### config.mk
export PLATFORM = sky130hd
export DESIGN_NAME = keyfile_reader_flat
export DESIGN_NICKNAME = d
export VERILOG_FILES = /design/src/rtl/keyfile_pkg.sv /design/src/rtl/keyfile_reader_if.sv /design/src/rtl/keyfile_stability_monitor.sv /design/src/rtl/keyfile_reader.sv /design/src/flat_wrapper.sv
export SDC_FILE = /design/constraint.sdc
export NUM_CORES = 1
export LEC_CHECK = 0
export BUFFER_PORTS_ARGS = -buffer_cell sky130_fd_sc_hd__buf_2
export CORE_UTILIZATION = 45
export DETAILED_ROUTE_END_ITERATION = 10
export HOLD_SLACK_MARGIN = 0.03
export PLACE_DENSITY = 0.72
export SYNTH_ARGS = -nofsm -noshare
export SYNTH_HDL_FRONTEND = slang
export SYNTH_SLANG_ARGS = --single-unit
export TNS_END_PERCENT = 100
### constraint.sdc
create_clock -name mclk -period 10.9 [get_ports mclk]
set_input_delay 2.18 -clock mclk [delete_from_list [all_inputs] [get_ports mclk]]
set_output_delay 2.18 -clock mclk [all_outputs]
set_load 0.1 [all_outputs]
### src/rtl/keyfile_pkg.sv
// Shared register map, bit positions and FSM encoding for the keyfile reader.
package keyfile_pkg;

    localparam int unsigned ADDR_W = 14;
    localparam int unsigned DATA_W = 16;
    localparam int unsigned KEY_W  = 64;

    // Byte offsets from the peripheral base address
    localparam logic [3:0] OFS_CTRL = 4'h0;
    localparam logic [3:0] OFS_STAT = 4'h2;
    localparam logic [3:0] OFS_KEY0 = 4'h4;
    localparam logic [3:0] OFS_KEY1 = 4'h6;
    localparam logic [3:0] OFS_KEY2 = 4'h8;
    localparam logic [3:0] OFS_KEY3 = 4'hA;

    // CTRL bit positions
    localparam int unsigned CTRL_SNAP  = 0;
    localparam int unsigned CTRL_ABORT = 1;
    localparam int unsigned CTRL_IE    = 2;
    localparam int unsigned CTRL_CLR   = 3;

    // STAT bit positions
    localparam int unsigned STAT_VALID   = 0;
    localparam int unsigned STAT_BUSY    = 1;
    localparam int unsigned STAT_CHANGED = 2;
    localparam int unsigned STAT_ERR     = 3;

    // FSM encoding
    localparam logic [1:0] ST_IDLE     = 2'd0;
    localparam logic [1:0] ST_SETTLE   = 2'd1;
    localparam logic [1:0] ST_CAPTURED = 2'd2;

endpackage

### src/rtl/keyfile_reader_if.sv
// openMSP430 peripheral bus as seen by the keyfile reader.
interface keyfile_reader_if;
    import keyfile_pkg::*;

    logic [ADDR_W-1:0] per_addr;
    logic [DATA_W-1:0] per_din;
    logic              per_en;
    logic [1:0]        per_we;
    logic [DATA_W-1:0] per_dout;

    modport master (output per_addr, per_din, per_en, per_we, input  per_dout);
    modport slave  (input  per_addr, per_din, per_en, per_we, output per_dout);

endinterface

### src/rtl/keyfile_stability_monitor.sv
// Tracks how many consecutive cycles the live key has held the same value.
module keyfile_stability_monitor
    import keyfile_pkg::*;
#(
    parameter int unsigned STABLE_CYC = 8
) (
    input  logic             clk_i,
    input  logic             rst_i,
    input  logic [KEY_W-1:0] key_i,
    input  logic             clear_i,
    input  logic             enable_i,
    output logic             stable_done_c_o,
    output logic             key_eq_c_o
);

    localparam int unsigned CNT_W = 8;

    logic [KEY_W-1:0] key_prev_q;
    logic [CNT_W-1:0] stable_cnt_q;
    logic [CNT_W-1:0] stable_cnt_d;

    assign key_eq_c_o      = (key_i == key_prev_q);
    assign stable_done_c_o = enable_i && key_eq_c_o &&
                             ((stable_cnt_q + CNT_W'(1)) == CNT_W'(STABLE_CYC));

    // Run length of equal samples; a restart request overrides counting
    always_comb begin
        stable_cnt_d = stable_cnt_q;
        if (clear_i) begin
            stable_cnt_d = '0;
        end else if (enable_i) begin
            stable_cnt_d = key_eq_c_o ? (stable_cnt_q + CNT_W'(1)) : '0;
        end
    end

    // Previous-sample register runs every cycle regardless of FSM state
    always_ff @(posedge clk_i or posedge rst_i) begin
        if (rst_i) begin
            key_prev_q   <= '0;
            stable_cnt_q <= '0;
        end else begin
            key_prev_q   <= key_i;
            stable_cnt_q <= stable_cnt_d;
        end
    end

endmodule

### src/rtl/keyfile_reader.sv
// Captures a tear-free shadow of the radio keyfile and flags later changes.
module keyfile_reader
    import keyfile_pkg::*;
#(
    parameter logic [14:0] BASE_ADDR   = 15'h00C0,
    parameter int unsigned DEC_WD      = 4,
    parameter int unsigned STABLE_CYC  = 8,
    parameter int unsigned TIMEOUT_CYC = 1024
) (
    input  logic             mclk,
    input  logic             puc_rst,
    keyfile_reader_if.slave  bus,
    input  logic             smclk_en,
    input  logic [KEY_W-1:0] key_data_in,
    output logic             irq_key
);

    localparam int unsigned TO_W = $clog2(TIMEOUT_CYC) + 1;

    logic              sel_c, rd_c, wr_c, ctrl_wr_c;
    logic              snap_c, abort_c, clr_c;
    logic [DEC_WD-1:0] ofs_c;
    logic              mon_clear_c, mon_en_c, mon_done_c, mon_key_eq_c;
    logic              changed_set_c, err_set_c;
    logic [DATA_W-1:0] per_dout_c;
    logic              unused_bits;

    logic [1:0]        state_q, state_d;
    logic [KEY_W-1:0]  shadow_q, shadow_d;
    logic [TO_W-1:0]   to_cnt_q, to_cnt_d;
    logic              valid_q, valid_d;
    logic              changed_q, changed_d;
    logic              err_q, err_d;
    logic              ie_q, ie_d;
    logic              irq_q;

    // Address decode and CTRL write triggers
    assign sel_c     = bus.per_en && (bus.per_addr[ADDR_W-1:DEC_WD-1] == BASE_ADDR[14:DEC_WD]);
    assign ofs_c     = {bus.per_addr[DEC_WD-2:0], 1'b0};
    assign rd_c      = sel_c && (bus.per_we == 2'b00);
    assign wr_c      = sel_c && (bus.per_we != 2'b00);
    assign ctrl_wr_c = wr_c && (ofs_c == DEC_WD'(OFS_CTRL));
    assign snap_c    = ctrl_wr_c && bus.per_din[CTRL_SNAP];
    assign abort_c   = ctrl_wr_c && bus.per_din[CTRL_ABORT];
    assign clr_c     = ctrl_wr_c && bus.per_din[CTRL_CLR];
    assign mon_en_c  = (state_q == ST_SETTLE);

    assign unused_bits = &{1'b0, smclk_en, mon_key_eq_c, bus.per_din[DATA_W-1:4]};

    keyfile_stability_monitor #(
        .STABLE_CYC (STABLE_CYC)
    ) u_mon (
        .clk_i           (mclk),
        .rst_i           (puc_rst),
        .key_i           (key_data_in),
        .clear_i         (mon_clear_c),
        .enable_i        (mon_en_c),
        .stable_done_c_o (mon_done_c),
        .key_eq_c_o      (mon_key_eq_c)
    );

    // Next-state logic: abort beats snap, snap beats capture, capture beats timeout
    always_comb begin
        state_d       = state_q;
        shadow_d      = shadow_q;
        to_cnt_d      = to_cnt_q;
        valid_d       = valid_q;
        mon_clear_c   = 1'b0;
        err_set_c     = 1'b0;
        changed_set_c = (state_q == ST_CAPTURED) && (key_data_in != shadow_q);

        if (abort_c) begin
            state_d = ST_IDLE;
            valid_d = 1'b0;
        end else if (snap_c) begin
            state_d     = ST_SETTLE;
            valid_d     = 1'b0;
            to_cnt_d    = '0;
            mon_clear_c = 1'b1;
        end else begin
            case (state_q)
                ST_SETTLE: begin
                    to_cnt_d = to_cnt_q + TO_W'(1);
                    if (mon_done_c) begin
                        shadow_d = key_data_in;
                        valid_d  = 1'b1;
                        state_d  = ST_CAPTURED;
                    end else if ((to_cnt_q + TO_W'(1)) == TO_W'(TIMEOUT_CYC)) begin
                        err_set_c = 1'b1;
                        state_d   = ST_IDLE;
                    end
                end
                ST_IDLE, ST_CAPTURED: ;
                default: state_d = ST_IDLE;
            endcase
        end

        // Sticky flags: a set condition outranks a same-cycle clear
        changed_d = (changed_q && !clr_c) || changed_set_c;
        err_d     = (err_q && !clr_c) || err_set_c;
        ie_d      = ctrl_wr_c ? bus.per_din[CTRL_IE] : ie_q;
    end

    // State and register file
    always_ff @(posedge mclk or posedge puc_rst) begin
        if (puc_rst) begin
            state_q   <= ST_IDLE;
            shadow_q  <= '0;
            to_cnt_q  <= '0;
            valid_q   <= 1'b0;
            changed_q <= 1'b0;
            err_q     <= 1'b0;
            ie_q      <= 1'b0;
            irq_q     <= 1'b0;
        end else begin
            state_q   <= state_d;
            shadow_q  <= shadow_d;
            to_cnt_q  <= to_cnt_d;
            valid_q   <= valid_d;
            changed_q <= changed_d;
            err_q     <= err_d;
            ie_q      <= ie_d;
            irq_q     <= ie_d & changed_d;
        end
    end

    assign irq_key = irq_q;

    // Read mux straight from flops; zero whenever not a selected read
    always_comb begin
        per_dout_c = '0;
        if (rd_c) begin
            case (ofs_c)
                DEC_WD'(OFS_CTRL): per_dout_c[CTRL_IE] = ie_q;
                DEC_WD'(OFS_STAT): begin
                    per_dout_c[STAT_VALID]   = valid_q;
                    per_dout_c[STAT_BUSY]    = (state_q == ST_SETTLE);
                    per_dout_c[STAT_CHANGED] = changed_q;
                    per_dout_c[STAT_ERR]     = err_q;
                end
                DEC_WD'(OFS_KEY0): per_dout_c = shadow_q[63:48];
                DEC_WD'(OFS_KEY1): per_dout_c = shadow_q[47:32];
                DEC_WD'(OFS_KEY2): per_dout_c = shadow_q[31:16];
                DEC_WD'(OFS_KEY3): per_dout_c = shadow_q[15:0];
                default: ;
            endcase
        end
    end

    assign bus.per_dout = per_dout_c;

endmodule

### src/flat_wrapper.sv
// flat-port wrapper written by rule: the top's interface ports become plain ports
module keyfile_reader_flat import keyfile_pkg::*;
#(
    parameter logic [14:0] BASE_ADDR   = 15'h00C0,
    parameter int unsigned DEC_WD      = 4,
    parameter int unsigned STABLE_CYC  = 8,
    parameter int unsigned TIMEOUT_CYC = 1024
)
  (mclk, puc_rst, smclk_en, key_data_in, irq_key, bus_per_addr, bus_per_din, bus_per_en, bus_per_we, bus_per_dout);
  keyfile_reader_if bus_i ();
  input  logic mclk;
  input  logic puc_rst;
  input  logic smclk_en;
  input  logic [KEY_W-1:0] key_data_in;
  output logic irq_key;
  input wire logic [$bits(bus_i.per_addr)-1:0] bus_per_addr;
  input wire logic [$bits(bus_i.per_din)-1:0] bus_per_din;
  input wire logic [$bits(bus_i.per_en)-1:0] bus_per_en;
  input wire logic [$bits(bus_i.per_we)-1:0] bus_per_we;
  output wire logic [$bits(bus_i.per_dout)-1:0] bus_per_dout;
  assign bus_i.per_addr = bus_per_addr;
  assign bus_i.per_din = bus_per_din;
  assign bus_i.per_en = bus_per_en;
  assign bus_i.per_we = bus_per_we;
  assign bus_per_dout = bus_i.per_dout;
  keyfile_reader #(.BASE_ADDR(BASE_ADDR), .DEC_WD(DEC_WD), .STABLE_CYC(STABLE_CYC), .TIMEOUT_CYC(TIMEOUT_CYC)) u_core (.mclk(mclk), .puc_rst(puc_rst), .bus(bus_i), .smclk_en(smclk_en), .key_data_in(key_data_in), .irq_key(irq_key));
endmodule
==> results.tsv <==
stage	metric	value	unit
run_status	status	finished, final reports clean	
yosys	Netlist Area Pre-Place	7960	µm²
yosys	post-synthesis async set-or-reset flop share	100	%
sta	Worst Skew	0.00615	ns
routing	initial drt markers	402	
floorplanning	area of the core	17300	µm²
sta	Tcrit/Tclk final	62.3	%
worst_setup_path	Top delay family on crit path	simple AND/OR/NAND/NOR gates	
routing	wire length on met1	8610	µm
worst_setup_path	peak per-stage delay on the critical path	0.50	ns
yosys	register area share after synthesis	48.4	%
worst_setup_path	crit start category	input port	
sta	Hold Vio Cnt, Final	0	
worst_setup_path	slowest cell on the critical path	buf_2	
clocking	hold buffer count at CTS	0	
final_layout	layout cell share with drive strength beyond 1	27.7	%
clocking	clock sink count	154	
floorplanning	# IOs	117	
final_layout	n_diodes	0	
worst_setup_path	CP dominant cell by count	buf_2	
routing	Via density	5.47	
clocking	CTS tree	built	
grt	Overflow after GRT	0	
sta	Setup Viol. Count Final	0	
pwr	Peak VDD IR	114	µV
clocking	root buffer selected by CTS	clkbuf_16	
yosys	synthesized area per cell	12.1	µm²
yosys	Top FF cell, synth	dfrtp_1	
clocking	H-tree depth	4	
worst_setup_path	cells along the critical path	buf_2, nor4bb_1, nand3_1, or3_1, a21o_1, a211oi_1, buf_2	
floorplanning	Starting Density	46.0	%
worst_setup_path	Max FO, Critical Path	12	
placed_design	RD Place Congestion	0.808	
yosys	library cells used by synthesis	60	
sta	final setup margin	4.11	ns
job	Max-cap violations	0	
clocking	CTS resizes	0	
clocking	cts bufs inserted	17	
sta	RSZ-0062 raised after global routing	false	
pwr	Pwr Total	1.34	mW
routing	met2 wire length	8880	µm
worst_setup_path	critical path class	input port to primary output	
placed_design	Post-DP HPWL	13600	µm
pwr	static leakage	4.08	nW
yosys	Post-synth EDFFs	0	
grt	initial antenna violation count	0	
final_layout	post-route cell area	9240	µm²
routing	Antenna Violating Nets Remaining	0	
routing	WL/cell	18.9	µm
yosys	Syn Inst Count	656	
placed_design	DP Worst Slack	4.17	ns
floorplanning	Die H	135	µm
clocking	setup bufs post-CTS	0	
grt	first-pass GRT wire length	30100	µm
sta	FMAX	147	MHz
grt	vias in the first global route	5538	
floorplanning	chip width	135	µm
routing	drt drc	0	
routing	drt total wl	18800	µm
final_layout	Filler cells	1482	
routing	Top Metal Used	met4	
floorplanning	area of the die	18200	µm²
sta	post-route setup TNS	0	ns
clocking	Clock Path Buffers	2	
final_layout	fin nets	860	
final_layout	Layout area overhead	16.1	%
yosys	#FFs+latches synth	154	
placed_design	placed inst area	8580	µm²
sta	post-layout minimum cycle time	6.79	ns
routing	wire length on met3	781	µm
routing	drt pass-1 iters	4	
sta	Least-Margin Pin Slew	1.00	ns
yosys	Synth warnings	0	
routing	via count	5435	
worst_setup_path	CP arrival	4.61	ns
clocking	Worst-path clk slew	0.06	ns
yosys	Syn Nets	759	
worst_setup_path	WP data required	8.72	ns
clocking	clock latency on the worst-skew pair	0.43	ns
floorplanning	Rows	48	
sta	Slew Limit Headroom	33.1	%
pwr	pwr/cell area	145	nW/µm²
grt	largest net degree at the start of global routing	81	
worst_setup_path	worst path buffer plus inverter count	2	
grt	GRT Resource Usage Total	22.2	%
placed_design	I/O Buffers	103	
sta	Slew Limit Fails	0	
worst_setup_path	type of element capturing the critical path	primary output	
worst_hold_path	Hold Crit Class	flip-flop to flip-flop	
cells in the mapped netlist, types with 7 or more instances:
cell,count,area share [%]
a221oi_1,8,0.88
o22a_1,8,0.88
mux2_2,9,1.3
nor2b_1,14,1.1
o21ai_0,17,1.1
nand2_1,27,1.3
and2_1,8,0.63
dfrtp_1,154,48
a22oi_1,8,0.75
xnor2_1,68,7.5
nand3_1,17,1.1
mux2i_1,15,1.9
inv_1,15,0.71
nor4_1,16,1.3
nor2_1,26,1.2
mux2_4,60,11
nor3_1,8,0.50
nand4_1,22,1.7
xor2_1,50,5.5
nand2b_1,7,0.55
clkbuf_1,9,0.42
routing by layer:
layer | vias up | track usage [%]
li1 | 2561 | -
met1 | 2696 | 30.0
met2 | 139 | 34.9
met3 | 39 | 4.28
met4 | 0 | 9.55
met5 | - | 0
worst reg2reg max path: stages (launching register included):
cell	delay [ns]
dfrtp_1	0.37
xor2_1	0.14
nor4_1	0.70
nand4_1	0.24
nor4_4	0.52
and4_4	0.52
buf_4	0.80
mux2_2	0.47
placed cells by master, fill, tap and decap left out, types with 7 or more instances in the layout:
cell         n
nand2_1     27
nand3_1     17
xor2_1      50
nor4_1      16
nor2_1      26
xnor2_1     68
nand2b_1     7
nor2b_1     14
a221oi_1     8
mux2_4      60
mux2i_1     15
nor3_1       8
o21ai_0     17
buf_2      103
clkbuf_16   17
dfrtp_1    154
and2_1       8
o22a_1       8
inv_1       14
a22oi_1      8
mux2_2       9
nand4_1     22
final cells by class:
type | instances | area [µm²] | area share, %
sequential | 154 | 3850 | 41.7
clock inverter | 12 | 221 | 2.40
inverter | 15 | 61.3 | 0.664
multi-input combinational | 463 | 3850 | 41.7
tap | 225 | 282 | 3.05
clock buffer | 19 | 433 | 4.69
timing repair buffer | 106 | 538 | 5.82
cell families (layout without fill, tap and decap cells):
| kind of cell | Yosys count | count (layout) | share of synthesized area (%) |
|---|---|---|---|
| adder cells (fa/ha/maj) | 3 | 3 | 0.472 |
| multiplexers | 84 | 84 | 14.5 |
| buffers and inverters | 39 | 152 | 3.22 |
| XOR/XNOR | 118 | 118 | 13.0 |
| AND/OR/NAND/NOR | 166 | 166 | 11.7 |
| AO/OA/AOI/OAI | 92 | 92 | 8.63 |
| flip-flops | 154 | 154 | 48.4 |
power by group:
group | switching, mW | internal (mW)
registers | 0.00525 | 0.584
logic | 0.0577 | 0.0351
clock network | 0.233 | 0.428
registers in the layout, indices dropped and copies added (netlist names):
| register | count |
|---|---|
| u_core.changed_q | 1 |
| u_core.u_mon.stable_cnt_q | 8 |
| u_core.ie_q | 1 |
| u_core.state_q | 2 |
| u_core.shadow_q | 64 |
| u_core.err_q | 1 |
| u_core.valid_q | 1 |
| u_core.u_mon.key_prev_q | 64 |
| u_core.irq_key | 1 |
| u_core.to_cnt_q | 11 |
stage by stage:
stage          hold slack (ns)  cells  util, %
2_1_floorplan            0.448    656        -
3_3_place_gp             0.481    963     49.6
3_5_place_dp             0.503    963     49.6
4_1_cts                  0.517    994     53.4
5_1_grt                  0.543    994     53.4
6_report                 0.530    994     53.4
final timing paths:
path                       depth (start not counted)  slack (ns)                        start                            to
setup / recovery                                   7        4.11              bus_per_addr[8]               bus_per_dout[4]
hold / removal                                     2        0.53                 u_core.err_q                  u_core.err_q
setup reg to reg                                   7        7.02  u_core.u_mon.key_prev_q[26]           u_core.shadow_q[60]
hold reg to reg                                    2        0.53                 u_core.err_q                  u_core.err_q
max in group asynchronous                          3        7.61                      puc_rst  u_core.u_mon.stable_cnt_q[3]
min in group asynchronous                          2        1.84                      puc_rst   u_core.u_mon.key_prev_q[33]
Note: power is estimated with default switching activity, not from simulation.
